[src/rtl/gcd_datapath.sv]
// GCD datapath: x/y working registers with subtract-and-select muxes,
// comparison status toward the controller, iteration counter, zero-operand
// detection and a valid/ready result register toward the consumer.
module gcd_datapath #(
    parameter int W     = 4,
    parameter int CNT_W = 4
) (
    input  logic             CLK,
    input  logic             RST_N,
    input  logic [W-1:0]     x_i,
    input  logic [W-1:0]     y_i,
    input  logic             x_ld,
    input  logic             x_sel,
    input  logic             y_ld,
    input  logic             y_sel,
    input  logic             d_ld,
    output logic             x_neq_y,
    output logic             x_lt_y,
    output logic [W-1:0]     d_o,
    output logic             d_valid,
    input  logic             d_ready,
    output logic [CNT_W-1:0] iter_cnt,
    output logic             zero_op,
    output logic             ovf
);

    logic [W-1:0] x_q;
    logic [W-1:0] y_q;
    logic [W-1:0] x_minus_y;
    logic [W-1:0] y_minus_x;
    logic [W-1:0] result;
    logic         op_load;
    logic         sub_step;
    logic         cnt_sat;
    logic         cap_ok;

    // Both subtract paths see the pre-edge x/y; wrap is modulo 2^W.
    always_comb begin
        x_minus_y = x_q - y_q;
        y_minus_x = y_q - x_q;
        op_load   = x_ld & ~x_sel & y_ld & ~y_sel;
        sub_step  = (x_ld & x_sel) | (y_ld & y_sel);
        cnt_sat   = &iter_cnt;
        // With a zero operand the other one is the GCD; otherwise x==y at done.
        result    = zero_op ? (x_q | y_q) : x_q;
        cap_ok    = d_ld & (~d_valid | d_ready);
        x_neq_y   = ~zero_op & (x_q != y_q);
        x_lt_y    = ~zero_op & (x_q < y_q);
    end

    // x working register: operand load or x - y.
    always_ff @(posedge CLK or negedge RST_N) begin
        if (!RST_N) begin
            x_q <= '0;
        end else if (x_ld) begin
            x_q <= x_sel ? x_minus_y : x_i;
        end
    end

    // y working register: operand load or y - x.
    always_ff @(posedge CLK or negedge RST_N) begin
        if (!RST_N) begin
            y_q <= '0;
        end else if (y_ld) begin
            y_q <= y_sel ? y_minus_x : y_i;
        end
    end

    // Iteration counter and zero-operand flag, both restarted by a full operand load.
    always_ff @(posedge CLK or negedge RST_N) begin
        if (!RST_N) begin
            iter_cnt <= '0;
            zero_op  <= 1'b0;
        end else if (op_load) begin
            iter_cnt <= '0;
            zero_op  <= (x_i == '0) | (y_i == '0);
        end else if (sub_step && !cnt_sat) begin
            iter_cnt <= iter_cnt + 1'b1;
        end
    end

    // Result register with valid/ready handshake; a capture into an unconsumed
    // result is dropped and recorded in the sticky overflow flag.
    always_ff @(posedge CLK or negedge RST_N) begin
        if (!RST_N) begin
            d_o     <= '0;
            d_valid <= 1'b0;
            ovf     <= 1'b0;
        end else if (cap_ok) begin
            d_o     <= result;
            d_valid <= 1'b1;
        end else if (d_ld) begin
            ovf     <= 1'b1;
        end else if (d_valid && d_ready) begin
            d_valid <= 1'b0;
        end
    end

endmodule

[config.mk]
export PLATFORM = sky130hd
export DESIGN_NAME = gcd_datapath
export DESIGN_NICKNAME = d
export VERILOG_FILES = /design/src/rtl/gcd_datapath.sv
export SDC_FILE = /design/constraint.sdc
export NUM_CORES = 1
export LEC_CHECK = 0
export ABC_AREA = 1
export CAP_MARGIN = 0
export CELL_PAD_IN_SITES_DETAIL_PLACEMENT = 0
export CELL_PAD_IN_SITES_GLOBAL_PLACEMENT = 2
export CORE_MARGIN = 4
export CORE_UTILIZATION = 25
export CTS_CLUSTER_SIZE = 10
export DETAILED_ROUTE_END_ITERATION = 8
export PLACE_DENSITY = 0.71
export SETUP_SLACK_MARGIN = 0.05
export SYNTH_ARGS = -nofsm -noshare
export SYNTH_HDL_FRONTEND = slang
export SYNTH_SLANG_ARGS = --single-unit
[constraint.sdc]
create_clock -name CLK -period 1.8 [get_ports CLK]
set_input_delay 0.54 -clock CLK [delete_from_list [all_inputs] [get_ports CLK]]
set_output_delay 0.54 -clock CLK [all_outputs]
set_load 0.05 [all_outputs]
# ---- After elaboration in Yosys (flattened, before gate mapping)
# Index checks and enable logic that the tools add are counted.
dict set report totals {
  wordCells 48
  out_inout_bits 13
  in_bits 16
  ff_bits 19
}
dict set report classes {
  n_lt_le_gt_ge 1
  n_bitwise 17
  eq_ne 2
  n_addsub 3
  reduce_logical 10
  mux 8
}
# operator count
set ops {}
lappend ops {{4-bit 2-to-1 mux} 5}
lappend ops {{1-bit bitwise AND} 8}
lappend ops {{4-bit zero test} 2}
lappend ops {{4-bit subtractor} 2}
lappend ops {{1-bit inverter} 5}
lappend ops {{4-bit by 1-bit adder with 4-bit output, second input constant} 1}
lappend ops {{4-bit < comparator} 1}
lappend ops {{4-bit != test} 1}
lappend ops {{4-bit OR} 1}
lappend ops {{2-bit AND reduction} 2}
lappend ops {{4-bit AND reduction} 1}
lappend ops {{2-bit nonzero test} 2}
lappend ops {{1-bit 2-to-1 mux} 3}
lappend ops {{1-bit OR} 3}
lappend ops {{1-bit logical AND} 2}
lappend ops {{2-bit by 1-bit != test with 1-bit output, second input constant} 1}
lappend ops {{1-bit zero test} 1}

# ---- Depth between registers and ports, before layout
dict set report depth {
  depth_word 5
  mapped_depth 9
  ltp_nobuf 9
}

# ---- Worst setup path before layout
# Ideal clock, no wire load.
dict set report synth_path {
  path_type {register -> output}
  start {register x_q[0]}
  end {output port x_lt_y}
  arrival_time_ns 2.267
  required_time_ns 1.260
  slack_ns -1.007
  n_path_buf 0
  path_stages_with_launch 8
  cell_sequence {dfrtp_1 > inv_1 > ha_1 > inv_1 > fa_1 > a21oi_1 > nor2_1 > nor3_1}
}
dict set report synth_via {
  elab_chain_len 2
}
# item line
set synth_rtl {}
lappend synth_rtl {{from (decl)} 27} ;# logic [W-1:0] x_q;
lappend synth_rtl {{from (signal assigned)} 56} ;# x_q <= x_sel ? x_minus_y : x_i;
lappend synth_rtl {{4-bit < comparator} 48} ;# x_lt_y = ~zero_op & (x_q < y_q);
lappend synth_rtl {{1-bit bitwise AND} 48}
lappend synth_rtl {{to (decl)} 18} ;# output logic x_lt_y,
# Every way passes these cells.

# ---- Worst setup path after layout
# Ends and elaborated chain as after synthesis.

==> impl_metrics.toml <==
[setup_path]
max_stage_delay_ns = 0.39
timing.rr.end = "y_q[2]"
cpMaxStageDelayCell = "dfrtp_1"
cpLargestDelayFamily = "adder cells"
crit_fanout = 2
critPathBufInv = 3
endpoint = "x_lt_y"
reg2reg_slack_ns = 0.24
r2r-start = "x_q[0]"
worstPathRequired_ns = 1.26
arrival_ns = 1.75
rr_worst_depth = 7
cp_cell_sequence = "inv_2 -> ha_1 -> inv_1 -> fa_2 -> a21oi_2 -> nor2_1 -> nor3_4 -> buf_12"
crit_type = "register to output port"
critPathCaptureType = "output port"
critPathLaunchType = "register"
cp_num_cells = 8
crit_start = "x_q[0]"

[power]
p_total_w = 0.003431
leakagePower_nw = 0.9789
p_per_area_nw_per_um2 = 1662
vdd_ir_drop_max_uv = 640.5

[floorplanning]
ios = 29
die_area_um2 = 6140
std_cell_rows = 25
die_h_um = 78.36
initial_utilization_pct = 26.03
core_area_um2 = 4755
die_w_um = 78.36

[global_route]
grt_max_degree = 20
grt_pass1_vias = 1256
grt_busiest_layer = "met2"
grtUsageMet2_pct = 20.12
grt_overflow = 0
grt_use_met1_pct = 14.05
antenna_found_initial = 0
grtUsageMet3_pct = 1.720
grt_pass1_wl_mm = 5.727
grtUsageTotal_pct = 11.91

[run_status]
violations = "negative setup slack"
status = "finished, violations left"

[final_layout]
final_area_um2 = 2064
final_nets = 241
flow.area_growth_from_synthesis_pct = 66.84
layout_common_cells = "29 x nand2_1, 29 x buf_4, 19 x inv_1, 19 x dfrtp_1, 15 x clkdlybuf4s50_1"
seqCellArea_um2 = 475.5
multi_input_area_um2 = 742.0
fillers = 475
n_antenna_cell = 0
drive_gt1_share_pct = 34.29

[drt]
firstDrtPassIters = 5
vias_per_cell = 4.256
ant_nets = 0
wl_per_cell_um = 11.89
routed_wl_mm = 3.294
drt-initial-drc-count = 45
num_vias = 1179
drcViolationCount = 0

[yosys]
seq_area_frac_synth_pct = 38.42
synth.cell_area_um2 = 1237
yosys_register_bits = 19
synthDistinctLibCells = 24
synth_fp_nets = 180
syn_area_per_cell_um2 = 8.250
synthCells = 150
ys_warn_count = 0

[cts]
clk_latency_ns = 0.25
clk_pin_slew_ns = 0.07
cts_tree = "yes"
clock-root-buffer = "clkbuf_8"
clockBufferDepth = 2
numClockSinks = 19
cts_max_level = 1
cts_buffers = 3

[timing]
fin_tns_setup_ns = -0.6888
setup_viol = 2
setup_ws_ns = -0.4858
period_share_pct = 127.0
holdWs_ns = 0.4857
timing.final.crit_period_ns = 2.286
max_slew.worst_pin.slew_ns = 0.3841
fin_skew_ns = 0.0007695
slew-limit-headroom_pct = 74.39
fmax_mhz = 437.5
slew_violations = 0
hold_viol_final = 0
rsz0062_at_grt = "yes"

[place]
post_dp_cell_area_um2 = 1929
dp.final_hpwl_mm = 2.681
gp_congestion = 0.9196
portBuffers = 28

[worst_hold_path]
hp-class = "register to register"

[run]
cap_violations = 0
[synthesized netlist by cell type (all sizes together)]
cell	n	area, um^2
buf	1	5.000
fa	2	40.04
nor2	13	56.30
o211ai	1	7.510
o21ai	7	46.29
inv	28	105.1
nor3	1	5.000
o221ai	4	35.03
nand2	33	133.9
o22ai	2	12.51
xnor2	1	8.760
ha	12	150.1
dfrtp	19	475.5
a31oi	2	12.51
xor2	2	17.52
nand3	12	60.06
a21oi	8	51.30
o21bai	2	15.01
[worst reg2reg max path, delay by kind of cell, from the launching register on]
kind,cells,cell delay [ns]
buffers and inverters,1,0.14
adder cells (fa/ha/maj),2,0.62
AND/OR/NAND/NOR,3,0.19
flip-flops,1,0.39
AO/OA/AOI/OAI,1,0.10
[repair_timing]
action,CTS,global route
pin swaps,4,1
setup buffers,3,0
hold buffers,0,0
gates resized for setup,12,0
setup endpoints to repair,2,2
[power by group]
part | switching, W | internal (W)
Combinational | 0.00119 | 0.00121
Clock | 0.000145 | 0.000157
Sequential | 0.000159 | 0.000570
[through the flow]
step                      utilization, %  cells  setup slack (ns)
final                              43.42    277           -0.4858
after CTS                          43.42    277           -0.5043
after detailed placement           40.58    270           -0.2548
after global placement             40.58    270           -0.2548
after floorplan                        -    150           -0.3526
after global routing               43.42    277           -0.5727
[registers in the layout, indices dropped and copies added, names as in the netlist]
signal,cells
zero_op,1
x_q,4
y_q,4
ovf,1
d_valid,1
iter_cnt,4
d_o,4
[metal layers]
metal / wire [um] / up-vias
li1: - / 602
met1: 1442 / 533
met2: 1586 / 35
met3: 140 / 9
met4: 125 / 0
met5: 0 / -
[logic make-up after synthesis]
group | Yosys count | synth area share [%]
AOI/OAI and AO/OA | 26 | 14.56
DFF | 19 | 38.42
adders and majority gates | 14 | 15.37
and+or+nand+nor | 59 | 20.63
buffers and inverters | 29 | 8.897
xor gates and xnor gates | 3 | 2.124
[layout make-up]
type                            count  share of cell area (%)
Timing Repair Buffer               57                   29.58
Inverter                           28                   5.212
Sequential cell                    19                   23.03
Tap cell                           67                   4.061
Clock buffer                        4                   2.182
Multi-Input combinational cell    102                   35.94
[worst min-delay path by stage]
stage          startpoint      to  cells past startpoint
2_1_floorplan       RST_N  d_o[0]                      0
5_1_grt               ovf     ovf                      1
3_5_place_dp          ovf     ovf                      1
6_report              ovf     ovf                      1
4_1_cts               ovf     ovf                      1
3_3_place_gp          ovf     ovf                      1
Power figures use the tool's default switching activity.
